**src/rtl/redmule_pkg.sv**
```systemverilog
// Shared constants, FSM state type and periph payload layout for the RedMulE config master.
package redmule_pkg;

  localparam int unsigned REDMULE_REGS = 6;

  localparam logic [31:0] REDMULE_TRIGGER_OFS = 32'h0000_0000;
  localparam logic [31:0] REDMULE_ACQUIRE_OFS = 32'h0000_0004;
  localparam logic [31:0] REDMULE_SOFTCLR_OFS = 32'h0000_0014;
  localparam logic [31:0] REDMULE_IO_OFS      = 32'h0000_0040;

  typedef enum logic [2:0] {
    ST_IDLE,
    ST_ACQ_REQ,
    ST_ACQ_RSP,
    ST_WR_REGS,
    ST_TRIGGER,
    ST_WAIT_EVT
  } cfg_master_state_e;

  typedef struct packed {
    logic [31:0] add;
    logic        wen;
    logic [7:0]  be;
    logic [63:0] data;
  } periph_req_t;

  // 32-bit word lives in the upper half of the 64-bit bus when A[2] is set
  function automatic logic [7:0] lane_be(input logic [31:0] addr);
    return addr[2] ? 8'hF0 : 8'h0F;
  endfunction

endpackage

```
**src/rtl/redmule_periph_txn.sv**
```systemverilog
// Single outstanding periph transaction driver; valid_i describes the request for the next cycle
// and is only taken when the bus slot is free, so a granted write can be followed back-to-back.
module redmule_periph_txn
  import redmule_pkg::*;
(
  input  logic        clk_i,
  input  logic        rst_ni,
  input  logic        clear_i,
  input  logic        valid_i,
  input  logic [31:0] addr_i,
  input  logic [31:0] wdata_i,
  input  logic        is_read_i,
  output logic        req_o,
  output logic [31:0] add_o,
  output logic        wen_o,
  output logic [7:0]  be_o,
  output logic [63:0] data_o,
  input  logic        gnt_i,
  input  logic [31:0] rsp_data_i,
  input  logic        r_valid_i,
  output logic        req_done_c,
  output logic        rsp_valid_c,
  output logic [31:0] rsp_word_c
);

  logic        r_req;
  logic        r_wait;
  periph_req_t r_pld;
  periph_req_t w_pld;
  logic [31:0] w_wd;
  logic        w_free;

  always_comb begin
    w_wd       = is_read_i ? 32'h0 : wdata_i;
    w_pld.add  = addr_i;
    w_pld.wen  = is_read_i;
    w_pld.be   = lane_be(addr_i);
    w_pld.data = addr_i[2] ? {w_wd, 32'h0} : {32'h0, w_wd};
  end

  assign req_done_c  = r_req & gnt_i;
  assign rsp_valid_c = r_wait & r_valid_i;
  assign rsp_word_c  = rsp_data_i;

  // Slot frees on a write grant, or on the response of an outstanding read
  assign w_free = r_req ? (gnt_i & ~r_pld.wen) : (r_wait ? r_valid_i : 1'b1);

  always_ff @(posedge clk_i or negedge rst_ni) begin
    if (!rst_ni) begin
      r_req  <= 1'b0;
      r_wait <= 1'b0;
      r_pld  <= '0;
    end else if (clear_i) begin
      r_req  <= 1'b0;
      r_wait <= 1'b0;
    end else if (w_free && valid_i) begin
      r_req  <= 1'b1;
      r_wait <= 1'b0;
      r_pld  <= w_pld;
    end else begin
      if (req_done_c) begin
        r_req  <= 1'b0;
        r_wait <= r_pld.wen;
      end
      if (rsp_valid_c) r_wait <= 1'b0;
    end
  end

  assign req_o  = r_req;
  assign add_o  = r_pld.add;
  assign wen_o  = r_pld.wen;
  assign be_o   = r_pld.be;
  assign data_o = r_pld.data;

endmodule

```
**src/rtl/redmule_cfg_master.sv**
```systemverilog
// Offloads one RedMulE job over the periph port: acquire, write job registers, trigger, await event.
module redmule_cfg_master
  import redmule_pkg::*;
#(
  parameter int unsigned N_REGS        = REDMULE_REGS,
  parameter int unsigned ID_WIDTH      = 8,
  parameter logic [31:0] BASE_ADDR     = 32'h0000_0000,
  parameter int unsigned MAX_ACQ_RETRY = 255
) (
  input  logic                  clk_i,
  input  logic                  rst_ni,
  input  logic                  start_i,
  input  logic [N_REGS*32-1:0]  job_regs_i,
  input  logic                  soft_clear_i,
  output logic                  busy_o,
  output logic                  done_o,
  output logic                  error_o,
  output logic [7:0]            job_id_o,
  output logic                  req_o,
  output logic [31:0]           add_o,
  output logic                  wen_o,
  output logic [7:0]            be_o,
  output logic [63:0]           data_o,
  output logic [ID_WIDTH-1:0]   id_o,
  input  logic                  gnt_i,
  input  logic [63:0]           r_data_i,
  input  logic                  r_valid_i,
  input  logic                  evt_i
);

  localparam int unsigned IDX_W   = $clog2(N_REGS + 1);
  localparam int unsigned RETRY_W = (MAX_ACQ_RETRY < 2) ? 1 : $clog2(MAX_ACQ_RETRY + 1);

  cfg_master_state_e  r_state, w_state_nxt;
  logic [IDX_W-1:0]   r_idx, w_idx_nxt;
  logic [RETRY_W-1:0] r_retry, w_retry_nxt;
  logic               r_busy, w_busy_nxt;
  logic               r_done, w_done_nxt;
  logic               r_error, w_error_nxt;
  logic [7:0]         r_job_id, w_job_id_nxt;
  logic [31:0]        r_job [N_REGS];
  logic               w_latch;

  logic               w_txn_valid, w_txn_read;
  logic [31:0]        w_txn_addr, w_word;
  logic               w_req_done, w_rsp_valid;
  logic [31:0]        w_rsp_word;
  logic               w_unused;

  assign w_unused = ^{r_data_i[63:32], w_rsp_word[30:8]};
  assign id_o     = '0;

  always_comb begin
    w_state_nxt  = r_state;
    w_idx_nxt    = r_idx;
    w_retry_nxt  = r_retry;
    w_busy_nxt   = r_busy;
    w_done_nxt   = 1'b0;
    w_error_nxt  = 1'b0;
    w_job_id_nxt = r_job_id;
    w_latch      = 1'b0;
    case (r_state)
      ST_IDLE: if (start_i) begin
        w_latch     = 1'b1;
        w_busy_nxt  = 1'b1;
        w_idx_nxt   = '0;
        w_retry_nxt = '0;
        w_state_nxt = ST_ACQ_REQ;
      end
      ST_ACQ_REQ: if (w_req_done) w_state_nxt = ST_ACQ_RSP;
      ST_ACQ_RSP: if (w_rsp_valid) begin
        if (!w_rsp_word[31]) begin
          w_job_id_nxt = w_rsp_word[7:0];
          w_idx_nxt    = '0;
          w_state_nxt  = ST_WR_REGS;
        end else if ((MAX_ACQ_RETRY != 0) && (32'(r_retry) + 32'd1 == MAX_ACQ_RETRY)) begin
          w_error_nxt = 1'b1;
          w_busy_nxt  = 1'b0;
          w_retry_nxt = '0;
          w_state_nxt = ST_IDLE;
        end else begin
          w_retry_nxt = r_retry + RETRY_W'(1);
          w_state_nxt = ST_ACQ_REQ;
        end
      end
      ST_WR_REGS: if (w_req_done) begin
        w_idx_nxt = r_idx + IDX_W'(1);
        if (r_idx == IDX_W'(N_REGS - 1)) w_state_nxt = ST_TRIGGER;
      end
      ST_TRIGGER: if (w_req_done) w_state_nxt = ST_WAIT_EVT;
      ST_WAIT_EVT: if (evt_i) begin
        w_done_nxt  = 1'b1;
        w_busy_nxt  = 1'b0;
        w_state_nxt = ST_IDLE;
      end
      default: w_state_nxt = ST_IDLE;
    endcase
    if (soft_clear_i) begin
      w_state_nxt = ST_IDLE;
      w_busy_nxt  = 1'b0;
      w_idx_nxt   = '0;
      w_retry_nxt = '0;
      w_done_nxt  = 1'b0;
      w_error_nxt = 1'b0;
      w_latch     = 1'b0;
    end
  end

  // Request the transaction belonging to the state entered next cycle
  always_comb begin
    w_txn_valid = 1'b0;
    w_txn_read  = 1'b0;
    w_txn_addr  = '0;
    w_word      = '0;
    for (int unsigned i = 0; i < N_REGS; i++) begin
      if (w_idx_nxt == IDX_W'(i)) w_word = r_job[i];
    end
    case (w_state_nxt)
      ST_ACQ_REQ: begin
        w_txn_valid = 1'b1;
        w_txn_read  = 1'b1;
        w_txn_addr  = BASE_ADDR + REDMULE_ACQUIRE_OFS;
      end
      ST_WR_REGS: begin
        w_txn_valid = 1'b1;
        w_txn_addr  = BASE_ADDR + REDMULE_IO_OFS + (32'(w_idx_nxt) << 2);
      end
      ST_TRIGGER: begin
        w_txn_valid = 1'b1;
        w_txn_addr  = BASE_ADDR + REDMULE_TRIGGER_OFS;
        w_word      = 32'h0;
      end
      default: w_txn_valid = 1'b0;
    endcase
  end

  always_ff @(posedge clk_i or negedge rst_ni) begin
    if (!rst_ni) begin
      r_state  <= ST_IDLE;
      r_idx    <= '0;
      r_retry  <= '0;
      r_busy   <= 1'b0;
      r_done   <= 1'b0;
      r_error  <= 1'b0;
      r_job_id <= '0;
      for (int unsigned i = 0; i < N_REGS; i++) r_job[i] <= '0;
    end else begin
      r_state  <= w_state_nxt;
      r_idx    <= w_idx_nxt;
      r_retry  <= w_retry_nxt;
      r_busy   <= w_busy_nxt;
      r_done   <= w_done_nxt;
      r_error  <= w_error_nxt;
      r_job_id <= w_job_id_nxt;
      if (w_latch) begin
        for (int unsigned i = 0; i < N_REGS; i++) r_job[i] <= job_regs_i[32*i +: 32];
      end
    end
  end

  assign busy_o   = r_busy;
  assign done_o   = r_done;
  assign error_o  = r_error;
  assign job_id_o = r_job_id;

  redmule_periph_txn u_txn (
    .clk_i       (clk_i),
    .rst_ni      (rst_ni),
    .clear_i     (soft_clear_i),
    .valid_i     (w_txn_valid),
    .addr_i      (w_txn_addr),
    .wdata_i     (w_word),
    .is_read_i   (w_txn_read),
    .req_o       (req_o),
    .add_o       (add_o),
    .wen_o       (wen_o),
    .be_o        (be_o),
    .data_o      (data_o),
    .gnt_i       (gnt_i),
    .rsp_data_i  (r_data_i[31:0]),
    .r_valid_i   (r_valid_i),
    .req_done_c  (w_req_done),
    .rsp_valid_c (w_rsp_valid),
    .rsp_word_c  (w_rsp_word)
  );

endmodule

```
**config.mk**
```make
export PLATFORM = sky130hd
export DESIGN_NAME = redmule_cfg_master
export DESIGN_NICKNAME = d
export VERILOG_FILES = /design/src/rtl/redmule_pkg.sv /design/src/rtl/redmule_periph_txn.sv /design/src/rtl/redmule_cfg_master.sv
export SDC_FILE = /design/constraint.sdc
export NUM_CORES = 1
export LEC_CHECK = 0
export ABC_AREA = 1
export BUFFER_PORTS_ARGS = -buffer_cell sky130_fd_sc_hd__buf_4
export CAP_MARGIN = 40
export CORE_MARGIN = 2
export CORE_UTILIZATION = 35
export DETAILED_ROUTE_END_ITERATION = 8
export HOLD_SLACK_MARGIN = 0.08
export SLEW_MARGIN = 20
export SYNTH_ARGS = -nofsm -noshare
export SYNTH_HDL_FRONTEND = slang
export SYNTH_SLANG_ARGS = --single-unit
```
**constraint.sdc**
```tcl
create_clock -name clk_i -period 4.4 [get_ports clk_i]
set_input_delay 0.88 -clock clk_i [delete_from_list [all_inputs] [get_ports clk_i]]
set_output_delay 0.88 -clock clk_i [all_outputs]
set_load 0.005 [all_outputs]
```
## Word-level counts from Yosys, hierarchy flattened

Index checks and enable logic that the tools add are counted.

- $add $sub $neg: 4
- Equality and inequality tests: 20
- Muxes and demuxes: 63
- Bitwise logic cells: 6
- Reduce and logical (&&, ||, !) cells: 12

Operator list:

| kind | number |
|---|---|
| two-way mux 32 bit | 8 |
| two-way mux 64 bit | 1 |
| two-way mux 8 bit | 6 |
| two-way mux 3 bit | 13 |
| one-hot mux 8 bit (2 select lines) | 2 |
| two-way mux 1 bit | 29 |
| equality test 3 bit, second input constant | 6 |
| one-hot mux 3 bit (6 select lines) | 1 |
| equality test 3 x 2 -> 1 bit, second input constant | 5 |
| != test 3 bit, second input constant | 4 |
| adder 8 x 1 -> 9 bit, second input constant | 1 |
| equality test 3 x 1 -> 1 bit, second input constant | 3 |
| equality test 9 x 8 -> 1 bit, second input constant | 1 |
| one-hot mux 3 bit (3 select lines) | 1 |
| adder 7 x 5 -> 8 bit, first input constant | 1 |
| adder 8 x 1 -> 8 bit, second input constant | 1 |
| nonzero test 4 bit | 2 |
| logical NOT 3 bit | 2 |
| AND reduction 6 bit | 1 |
| nonzero test 3 bit | 2 |
| AND reduction 4 bit | 1 |
| adder 3 x 1 -> 3 bit, second input constant | 1 |
| AND 1 bit | 3 |
| != test 3 x 2 -> 1 bit, second input constant | 1 |
| 7 further kinds | 9 |

- Flip-flop bits (word level): 324
- Bits of input ports: 263
- Output and inout bits: 125
- Word-level logic and storage cells: 124

## Logic depth before layout (Yosys ltp)

- Depth in word-level cells: 14
- Gate-level depth with buffers: 17
- Gate-level depth less buffers: 16

## Cells and area by module

A second synthesis with hierarchy kept.

- Cell total of the unflattened synthesis: 2098
- Area total of the unflattened synthesis: 15808.9 um^2

By module, submodules not included:

| module | instances | cells each | area an instance (um^2) | seq. area each (um^2) |
|---|---|---|---|---|
| redmule_cfg_master | 1 | 1497 | 10989.3 | 5430.2 |
| redmule_periph_txn | 1 | 601 | 4819.6 | 2502.4 |

## Worst setup path after synthesis

No wires, ideal clock.

- Path kind: input to register
- Start: input gnt_i
- End: register u_txn.r_pld, in the netlist u_txn.data_o[37]
- Setup time: 0.126 ns
- Arrival time: 2.312 ns
- Required time: 4.274 ns
- Slack: 1.962 ns
- Cell stages on the path: 14
- Buffers on the path: 1
- Cell sequence: nand2_1 > inv_2 > or2_1 > nand3_1 > nand2_1 > nand2_4 > nand3_2 > inv_2 > buf_2 > nand2_1 > nand2_1 > nand3_1 > nand2_1 > o21ai_0

- Longest elaborated chain between the ends: 14
- Elaborated cells between the ends (all ways): 36
- Classes of those cells: add/sub (1); eq/ne (8); mux (21); bitwise (2); reduce/logical (4)

Ends and longest elaborated chain:

| item | RTL line | source |
|---|---|---|
| start, declared | redmule_cfg_master.sv:25 | `input logic gnt_i,` |
| AND 1 bit | redmule_periph_txn.sv:41 | `assign req_done_c = r_req & gnt_i;` |
| two-way mux 3 bit | redmule_cfg_master.sv:86 | `ST_WR_REGS: if (w_req_done) begin` |
| one-hot mux 3 bit (3 select lines) | redmule_cfg_master.sv:62 | `case (r_state)` |
| two-way mux 3 bit | redmule_cfg_master.sv:98 | `if (soft_clear_i) begin` |
| logical NOT 3 bit | redmule_cfg_master.sv:116 | `if (w_idx_nxt == IDX_W'(i)) w_word = r_job[i];` |
| two-way mux 32 bit (6 in series) | redmule_cfg_master.sv:116 |  |
| two-way mux 32 bit | redmule_cfg_master.sv:118 | `case (w_state_nxt)` |
| two-way mux 32 bit | redmule_periph_txn.sv:34 | `w_wd = is_read_i ? 32'h0 : wdata_i;` |
| two-way mux 64 bit | redmule_periph_txn.sv:38 | `w_pld.data = addr_i[2] ? {w_wd, 32'h0} : {32'h0, w_wd};` |
| end signal, assigned | redmule_periph_txn.sv:59 | `r_pld <= w_pld;` |
| end, declared | redmule_periph_txn.sv:28 | `periph_req_t r_pld;` |

Parallel ways exist; a longest one is shown, timed or not.
A chain may end at the register's enable or synchronous reset.

## Worst setup path in the final report

- Start: input gnt_i
- End: register u_txn.r_pld, in the netlist u_txn.data_o[42]

The elaborated chain is that of the path after synthesis.

==> results.json <==
{
  "cts_hold_buffers": 0,
  "ant_nets": 0,
  "leakagePower_nw": 8.86,
  "area_growth_pct": 25.8,
  "die_area_sq_um": 40500,
  "maxSlewViolCount": 0,
  "synthDistinctLibCells": 37,
  "drc": 0,
  "detail_route.iter0.violations": 885,
  "via_per_inst": 4.74,
  "cp.arrival_ps": 3440,
  "synthArstFlopShare_pct": 100,
  "cp_cell_sequence": "buf_4, nand2_1, inv_2, or2_1, nand3_1, nand2_1, nand2_4, nand3_2, inv_2, nand2_1, nand2_1, nand3_1, nand2_1, o21ai_1",
  "firstDrtPassIters": 5,
  "status": "complete, no violations",
  "relSlewSlack_pct": 39.4,
  "syn_inst": 1714,
  "grt_overflow_total": 0,
  "synthMuxAreaShare_pct": 0.661,
  "io_pins": 388,
  "path_max_fanout": 36,
  "setup_viol": 0,
  "yosysTopAreaCellShare_pct": 53.1,
  "die_w_um": 201,
  "worst_path_most_repeated_cell": "nand2_1",
  "cts_max_level": 2,
  "max_clock_freq_ghz": 0.325,
  "synth_top_family_by_area": "simple AND/OR/NAND/NOR gates",
  "synth_flop_cell": "dfrtp_1",
  "ys_top_cells_by_count": "nand2_1, dfrtp_1, nor2_1",
  "crit_path_max_incr_delay_ps": 480,
  "vias": 11800,
  "yosysSeqAreaShare_pct": 53.1,
  "timing.final.hold_violations": 0,
  "cts_setup_buffers": 0,
  "cp-start-kind": "primary input",
  "fin_total_pwr_w": 0.00863,
  "port_buffers": 296,
  "tightestPinTransition_ps": 909,
  "first_global_vias": 11700,
  "synth_edf_count": 0,
  "syn_area_per_cell_sq_um": 7.95,
  "critical_path_class": "primary input to flip-flop",
  "wl_mm": 41.2,
  "synth-simple-area-share_pct": 31.5,
  "crit_path_end_kind": "flip-flop",
  "clkLatencyLatePin_ps": 510,
  "nNetsFinal": 2223,
  "grt_max_degree": 205,
  "max-cap-violations": 0,
  "post_cts_resized": 0,
  "core-area_sq_um": 38600,
  "yosys.area_share.xor_xnor_pct": 0.0643,
  "vdd_drop_max_uv": 268,
  "yosysWarnings": 0,
  "synth_area_leader_cell": "dfrtp_1",
  "die_h_um": 201,
  "synth.top_cells.by_area": "dfrtp_1, nand2_1, nor2_1, nand4_1, nand3_1",
  "setup_tns_ps": 0,
  "synth_most_common_cell": "nand2_1",
  "globalplace.congestion": 0.884,
  "clock-root-buffer": "clkbuf_16",
  "initial_core_util_pct": 35.3,
  "cts_tree": "built",
  "grt_pass1_wl_mm": 65.0,
  "rsz0062_at_grt": "no",
  "synth_compound_area_share_pct": 5.81,
  "syn_area_sq_um": 13600,
  "hold_class": "primary input to asynchronous set/reset pin",
  "min_period_ps": 3080,
  "holdWs_ps": 170,
  "dp_hpwl_mm": 28.1,
  "grt_usage_pct": 20.3,
  "clk_path_buf_depth": 3,
  "final_layout_size_suffix_gt1_share_pct": 20.8,
  "cts_buffers": 34,
  "critPathRequiredTime_ps": 4770,
  "synth-seq-cells": 289,
  "clkSlewWorstSetupHoldPaths_ps": 60,
  "finClkSkew_ps": 8.83,
  "wl_per_cell_um": 16.5,
  "cts.sinks": 289,
  "power.density_nw_per_um2": 504,
  "core.rowCount": 72,
  "crit_path_top_delay_cell": "inv_2",
  "post-route-period-util_pct": 69.9,
  "synthAdderAreaFrac_pct": 0.367,
  "antenna_found_initial": 1,
  "diodes": 0
}
## final timing paths
| path | startpoint | to | slack (ps) | cells after the start |
|---|---|---|---|---|
| worst max-delay path | gnt_i | u_txn.data_o[42] | 1320 | 14 |
| worst min-delay path | rst_ni | job_id_o[6] | 170 | 1 |
| worst max register to register | u_txn.req_o | u_txn.data_o[42] | 1380 | 13 |
| worst min register to register | r_job[165] | r_job[165] | 470 | 2 |
| max in group asynchronous | rst_ni | r_job[7] | 3150 | 2 |
| min in group clk_i | r_job[165] | r_job[165] | 470 | 2 |
## stage by stage
| step | area [sq um] | cells | util (%) | setup slack, ps |
|---|---|---|---|---|
| final | 17100 | 2498 | 44.4 | 1320 |
| after global routing | 17100 | 2498 | 44.4 | 1080 |
| after CTS | 17100 | 2498 | 44.4 | 1300 |
| after detailed placement | 16000 | 2438 | 41.5 | 763 |
| after global placement | 16000 | 2437 | 41.5 | 861 |
| after floorplan | 13800 | 1749 | - | 1960 |
## logic make-up after synthesis
group                      count (synthesis)
adders and majority gates                  4
DFF                                      289
buffers and inverters                    236
other                                      1
muxes                                      8
xor gates and xnor gates                   1
and+or+nand+nor                         1021
AOI/OAI and AO/OA                        154
## report_power, final
group / internal [W] / switching [W]
Sequential: 0.00336 / 0.000368
Combinational: 0.000891 / 0.00115
Clock: 0.00174 / 0.00112
## cell usage in the layout, fill, tap and decap left out, types with 2 or more instances in the layout
| cell | instances |
|---|---|
| nand3_2 | 4 |
| nand2_1 | 694 |
| nor3_4 | 2 |
| nand3_4 | 4 |
| inv_1 | 86 |
| nand3_1 | 81 |
| mux2_2 | 8 |
| nor3_1 | 3 |
| nand4_1 | 65 |
| conb_1 | 36 |
| clkbuf_16 | 37 |
| clkbuf_1 | 5 |
| a21oi_2 | 2 |
| clkinvlp_4 | 2 |
| clkinv_2 | 5 |
| o31ai_1 | 2 |
| a21oi_1 | 4 |
| nand2_2 | 8 |
| nor2_1 | 147 |
| o21ai_1 | 62 |
| buf_4 | 305 |
| clkinv_1 | 2 |
| clkbuf_8 | 9 |
| buf_12 | 3 |
| ha_1 | 4 |
| nor2_2 | 4 |
| inv_2 | 8 |
| nand3b_1 | 2 |
| o21ai_0 | 81 |
| dfrtp_1 | 289 |
| nand2_4 | 3 |
## cell type report
cell class	instances	area (sq um)
clock buffers	51	1070
clock inverters	9	78.8
repair buffers	310	2370
fillers	3882	21400
flip-flops and latches	289	7230
multi-input cells	1224	5370
well taps	518	648
inverters	97	367
## worst max-delay path, delay by kind of cell
| family | cells | cell delay, ps |
|---|---|---|
| AO/OA/AOI/OAI | 1 | 80 |
| buffers and inverters | 3 | 730 |
| AND/OR/NAND/NOR | 10 | 1730 |
## metal layers
layer  track usage (%)  vias up  routed length (um)
met5                 0        -                  14
li1                  -     5824                   -
met3              4.16       70                2690
met1              26.5     5585               17400
met4              6.07        2                1170
met2              34.2      348               19900
## sequential cells by signal (all words and copies together) (netlist names)
signal        cells
r_job           192
u_txn.data_o     64
job_id_o          8
r_retry           8
r_idx             3
r_state           3
u_txn.add_o       3
u_txn.be_o        2
busy_o            1
done_o            1
error_o           1
u_txn.r_wait      1
u_txn.req_o       1
u_txn.wen_o       1
(Power assumes the default switching activity.)
